`config.mk`:
```
export PLATFORM = sky130hd
export DESIGN_NAME = consmax_share_ctrl
export DESIGN_NICKNAME = d
export VERILOG_FILES = /design/src/rtl/consmax_share_ctrl.sv
export SDC_FILE = /design/constraint.sdc
export NUM_CORES = 1
export LEC_CHECK = 0
export CAP_MARGIN = 15
export CORE_ASPECT_RATIO = 1.25
export CORE_MARGIN = 2
export CORE_UTILIZATION = 39
export DETAILED_ROUTE_END_ITERATION = 16
export PLACE_DENSITY = 0.77
export SLEW_MARGIN = 5
export SYNTH_ARGS = -nofsm -noshare
export SYNTH_HDL_FRONTEND = slang
export SYNTH_SLANG_ARGS = --single-unit
```
`constraint.sdc`:
```
create_clock -name clk -period 2.6 [get_ports clk]
set_input_delay 0.52 -clock clk [delete_from_list [all_inputs] [get_ports clk]]
set_output_delay 0.52 -clock clk [all_outputs]
set_load 0.005 [all_outputs]
```
`src/rtl/consmax_share_ctrl.sv`:
```
`default_nettype none
// ----------------------------------------------------------------------------
// consmax_share_ctrl : round-robin time-sharing and LUT sequencing for one consmax datapath
// Rev 1.0
// ----------------------------------------------------------------------------
module consmax_share_ctrl #(
    parameter  int HNUM      = 8,
    parameter  int IDATA_BIT = 8,
    parameter  int LUT_ADDR  = 4,
    parameter  int LUT_DATA  = 16,
    parameter  int SM_LAT    = 4,
    localparam int OW        = (HNUM > 1) ? $clog2(HNUM) : 1
) (
    input  logic                      clk,
    input  logic                      rstn,
    input  logic [HNUM-1:0]           req_valid,
    input  logic [HNUM*IDATA_BIT-1:0] req_data,
    input  logic [HNUM-1:0]           req_last,
    output logic [HNUM-1:0]           req_ready,
    input  logic                      lut_cfg_valid,
    input  logic [LUT_ADDR-1:0]       lut_cfg_addr,
    input  logic [LUT_DATA-1:0]       lut_cfg_data,
    input  logic                      lut_cfg_last,
    output logic                      lut_cfg_ready,
    output logic [IDATA_BIT-1:0]      sm_idata,
    output logic                      sm_idata_valid,
    output logic [LUT_ADDR-1:0]       sm_lut_waddr,
    output logic                      sm_lut_wen,
    output logic [LUT_DATA-1:0]       sm_lut_wdata,
    input  logic [IDATA_BIT-1:0]      sm_odata,
    input  logic                      sm_odata_valid,
    output logic [IDATA_BIT-1:0]      rsp_data,
    output logic [HNUM-1:0]           rsp_valid,
    output logic [OW-1:0]             owner,
    output logic                      busy,
    output logic                      tag_err
);

    typedef enum logic [1:0] {
        ST_IDLE   = 2'd0,
        ST_STREAM = 2'd1,
        ST_LUT    = 2'd2
    } state_t;

    state_t              r_state;
    logic [OW-1:0]       r_owner;
    logic [OW-1:0]       r_rr_ptr;
    logic                r_tag_v  [SM_LAT];
    logic [OW-1:0]       r_tag_id [SM_LAT];

    logic [OW-1:0]       w_grant;
    logic                w_found;
    logic                w_own_valid;
    logic                w_own_last;
    logic [IDATA_BIT-1:0] w_own_data;
    logic                w_tag_any;
    logic                w_drained;
    logic                w_beat;
    logic                w_lut_beat;
    logic [HNUM-1:0]     w_tail_oh;

    // Circular search for the first requester starting at the round-robin pointer
    always_comb begin
        w_grant = r_rr_ptr;
        w_found = 1'b0;
        for (int i = 0; i < HNUM; i++) begin
            if (!w_found && req_valid[(int'(r_rr_ptr) + i) % HNUM]) begin
                w_found = 1'b1;
                w_grant = OW'((int'(r_rr_ptr) + i) % HNUM);
            end
        end
    end

    always_comb begin
        w_own_valid = 1'b0;
        w_own_last  = 1'b0;
        w_own_data  = '0;
        req_ready   = '0;
        w_tail_oh   = '0;
        for (int h = 0; h < HNUM; h++) begin
            if (r_owner == OW'(h)) begin
                w_own_valid  = req_valid[h];
                w_own_last   = req_last[h];
                w_own_data   = req_data[h*IDATA_BIT +: IDATA_BIT];
                req_ready[h] = (r_state == ST_STREAM);
            end
            w_tail_oh[h] = (r_tag_id[SM_LAT-1] == OW'(h));
        end
    end

    always_comb begin
        w_tag_any = 1'b0;
        for (int i = 0; i < SM_LAT; i++) begin
            w_tag_any = w_tag_any | r_tag_v[i];
        end
    end

    // A byte issued last cycle is still in flight even though its tag has not landed yet
    assign w_drained     = !w_tag_any && !sm_idata_valid;
    assign w_beat        = (r_state == ST_STREAM) && w_own_valid;
    assign w_lut_beat    = (r_state == ST_LUT) && lut_cfg_valid;
    assign lut_cfg_ready = (r_state == ST_LUT);
    assign busy          = (r_state != ST_IDLE) || w_tag_any;
    assign owner         = r_owner;

    always_ff @(posedge clk or negedge rstn) begin
        if (!rstn) begin
            r_state        <= ST_IDLE;
            r_owner        <= '0;
            r_rr_ptr       <= '0;
            sm_idata       <= '0;
            sm_idata_valid <= 1'b0;
            sm_lut_wen     <= 1'b0;
            sm_lut_waddr   <= '0;
            sm_lut_wdata   <= '0;
        end else begin
            sm_idata_valid <= w_beat;
            if (w_beat) begin
                sm_idata <= w_own_data;
            end
            sm_lut_wen <= w_lut_beat;
            if (w_lut_beat) begin
                sm_lut_waddr <= lut_cfg_addr;
                sm_lut_wdata <= lut_cfg_data;
            end
            case (r_state)
                ST_IDLE: begin
                    if (lut_cfg_valid) begin
                        if (w_drained) begin
                            r_state <= ST_LUT;
                        end
                    end else if (w_found) begin
                        r_owner <= w_grant;
                        r_state <= ST_STREAM;
                    end
                end
                ST_STREAM: begin
                    if (w_beat && w_own_last) begin
                        r_rr_ptr <= (r_owner == OW'(HNUM-1)) ? '0 : r_owner + 1'b1;
                        r_state  <= ST_IDLE;
                    end
                end
                ST_LUT: begin
                    if (w_lut_beat && lut_cfg_last) begin
                        r_state <= ST_IDLE;
                    end
                end
                default: r_state <= ST_IDLE;
            endcase
        end
    end

    always_ff @(posedge clk or negedge rstn) begin
        if (!rstn) begin
            for (int i = 0; i < SM_LAT; i++) begin
                r_tag_v[i]  <= 1'b0;
                r_tag_id[i] <= '0;
            end
        end else begin
            r_tag_v[0]  <= sm_idata_valid;
            r_tag_id[0] <= r_owner;
            for (int i = 1; i < SM_LAT; i++) begin
                r_tag_v[i]  <= r_tag_v[i-1];
                r_tag_id[i] <= r_tag_id[i-1];
            end
        end
    end

    // Any disagreement between the tag tail and the datapath output is a lost or orphan byte
    always_ff @(posedge clk or negedge rstn) begin
        if (!rstn) begin
            rsp_data  <= '0;
            rsp_valid <= '0;
            tag_err   <= 1'b0;
        end else begin
            rsp_valid <= '0;
            if (sm_odata_valid) begin
                rsp_data <= sm_odata;
                if (r_tag_v[SM_LAT-1]) begin
                    rsp_valid <= w_tail_oh;
                end
            end
            if (sm_odata_valid != r_tag_v[SM_LAT-1]) begin
                tag_err <= 1'b1;
            end
        end
    end

endmodule
`default_nettype wire

```
==> run summary <==
• **initial antenna violation count** 0
• **Final Max Slew Viols** 0
• **sequential standard cell area** 1780 um2
• **endpoints failing hold** 0
• **count of synthesis-stage warnings from yosys** 0
• **fin crit period** 2570 ps
• **detailed placement HPWL** 9520 um
• **sequential share of power** 23.2%
• **CTS H-tree lvls** 3
• **top cell types by occurrence after synthesis** 71 x dfrtp_1, 36 x mux2_2, 34 x nor2_1, 29 x nand2_1, 24 x a21oi_1
• **sink count of the clock tree** 71
• **sum of negative setup slack** 0 ps
• **insertion delay to the later sink of the worst-skew pair** 320 ps
• **largest stage delay on the critical path** 540 ps
• **Buf+Inv Stages, Crit Path** 2
• **Clock Tree Buf Depth** 2
• **combinational cell fraction of total power** 62.2%
• **final cell area excluding filler cells** 6680 um2
• **Inserted Clock Buffers** 9
• **launch point of the critical path** owner[0]
• **total track usage** 20.8%
• **GRT overflow** 0
• **dpl ws** -296 ps
• **multi-input gate area in the final layout** 2300 um2
• **number of flops mapped to enable cells by yosys** 0
• **total number of placement rows** 42
• **total inserted antenna cells** 0
• **FFs w/ async S/R, synth** 100%
• **run status** complete, no violations
• **cell area after placement** 6310 um2
• **worst min-delay path category** in -> async
• **Switching Share** 37.5%
• **Seq/Total Area, Yosys** 42.5%
• **detailed-route DRC error count** 0
• **die width** 96.6 um
• **cell-by-cell trace of the critical path** inv_1 -> ha_2 -> nand2_1 -> nor2_1 -> clkdlybuf4s50_1
• **setup repair after global routing missed its margin** true
• **number of global-route vias before repair** 3888
• **Post-Place Cells** 726
• **count of hold buffers inserted by post-cts repair** 0
• **global-route wire length before repair** 19500 um
• **Synth area leaders** dfrtp_1 42%, mux2_2 9.7%, mux4_2 4.3%
• **internal power component** 4.84 mW
• **Synth Register Bits** 71
• **Top-Level Pins** 173
• **most instantiated library cell after synthesis** dfrtp_1
• **Most used DFF post-synth** dfrtp_1
• **starting density of the core** 39.8%
• **instance count of the mapped netlist** 398
• **TritonCTS clock tree** yes
• **Clk network pwr share** 14.5%
• **crit share post-route** 98.9%
• **beginning of the worst register-to-register path** r_rr_ptr[0]
• **# port buffers** 172
• **Total Wirelength** 12100 um
• **sort of element at the end of the critical path** output port
• **area growth from synthesis to layout** 59.8%
• **maximum clock skew at final layout** 4.55 ps
• **number of buffers inserted by post-CTS setup repair** 0
• **fill cell instance count of the final layout** 829
• **Core Area** 10500 um2
• **fraction of post-synthesis cell area in the top cell type by area** 42.5%
• **largest net degree at the start of global routing** 52
• **clk root buf** clkbuf_16
• **antenna viol nets, final** 0
• **via count** 4000
• **Switching Power** 2.91 mW
• **worst hold slack after final layout** 153 ps
• **Final Net Count** 726
• **number of detailed-route iterations in the first pass** 4
• **utilization after layout** 63.6%
• **required time at the endpoint of the critical path** 2080 ps
• **number of design-rule violations left by the first detailed-router iteration** 223
• **Achievable Freq** 389 MHz
• **synthesized netlist net count** 519
• **CP max-delay cell** clkdlybuf4s50_1
• **number of standard cells in the layout, taps in and fillers out** 741
• **Die Outline Area** 11600 um2
• **clock-pin slew of the registers on the worst-case setup and hold paths** 50 ps
• **leakage** 2.80 nW
• **crit path kind** reg -> out
• **Avg Inst Size Synth** 10.5 um2
• **total chip power** 7.75 mW
• **family with the most delay on the worst path** buffers and inverters
• **power density normalized to cell area** 1160 nW/um2
• **Startpoint Class** flip-flop
• **max-cap check violation count** 0
• **highest ir drop seen on vdd** 0.000556 V
• **Synth area leader** dfrtp_1
• **Rel. slew slack** 66.4%
• **Die Ht** 120 um
• **critical-path maximum fanout** 10
• **fraction of layout cells with a size suffix above 1** 22.5%
• **Wirelength per Cell** 16.4 um
• **data arrival time of the critical path** 2050 ps
• **global placer's final weighted congestion** 0.846
• **transition time at the pin with the least slew margin** 499 ps
• **count of different cell masters after synthesis** 61
• **setup-violating endpoint count in the final report** 0
• **area of the mapped netlist** 4180 um2
• **setup ws final** 28.1 ps
• **via density per instance** 5.40
[area by class of cell]
type	instances	area share, %
Multi-Input combinational cell	293	34.4
Inverter	10	0.618
Tap cell	132	2.47
Clock inverter	3	0.262
Sequential cell	71	26.6
Clock buffer	12	3.99
Timing Repair Buffer	220	31.6
[cells in the final DEF (no fill, tap or decap), drive strengths merged, types with 4 or more instances in the layout]
master,instances
a221o,10
and2,6
mux4,8
clkdlybuf4s50,168
o21ai,17
nand3,5
and3,5
nor2b,10
mux2i,12
nor2,34
nand2,29
nand2b,13
inv,9
a32oi,9
a221oi,4
nor3,9
dfrtp,71
ha,8
clkbuf,12
a21oi,25
a31oi,11
buf,49
mux2,37
a211o,9
[final timing paths]
kind	end	slack (ps)	cells after the start
min in group clk	r_tag_id[8]	350	0
worst max-delay path	req_ready[6]	30	5
max in group asynchronous	r_rr_ptr[0]	1810	2
worst min-delay path	rsp_data[6]	150	1
worst min register to register	r_tag_id[8]	350	0
worst max register to register	owner[2]	110	9
[state kept, by name, summed over array words and instances (netlist names)]
signal,count
r_rr_ptr,3
sm_lut_wdata,16
owner,3
r_tag_id,12
tag_err,1
rsp_valid,8
sm_lut_waddr,4
r_state,2
sm_lut_wen,1
r_tag_v,4
sm_idata,8
sm_idata_valid,1
rsp_data,8
[routing by layer]
layer,wire [um],up-vias,track usage [%]
li1,-,1902,-
met1,4900,1914,24.8
met2,6160,161,35.7
met3,765,23,5.53
met4,300,0,8.54
met5,0,-,0
[logic make-up after synthesis]
| logic type | Yosys count | share of synthesized area, % |
|---|---|---|
| muxes | 57 | 17.4 |
| DFF | 71 | 42.5 |
| and+or+nand+nor | 123 | 14.9 |
| xor gates and xnor gates | 3 | 0.628 |
| adders and majority gates | 8 | 2.39 |
| AOI/OAI and AO/OA | 102 | 17.5 |
| buffers and inverters | 34 | 4.61 |
[power groups by stage]
| stage | Clock (mW) | Combinational (mW) | Sequential (mW) |
|---|---|---|---|
| 5_1_grt | 1.21 | 5.25 | 1.86 |
| 4_1_cts | 1.16 | 4.69 | 1.80 |
| 2_1_floorplan | 0 | 2.80 | 1.79 |
| 3_5_place_dp | 0 | 4.66 | 1.81 |
| 6_report | 1.13 | 4.83 | 1.80 |
| 3_3_place_gp | 0 | 4.61 | 1.78 |
[timing repair]
item                       in CTS  in global routing
setup endpoints to repair       6                 11
gates resized for setup         4                 19
pin swaps                       0                  2
Note: power is estimated with default switching activity, not from simulation.
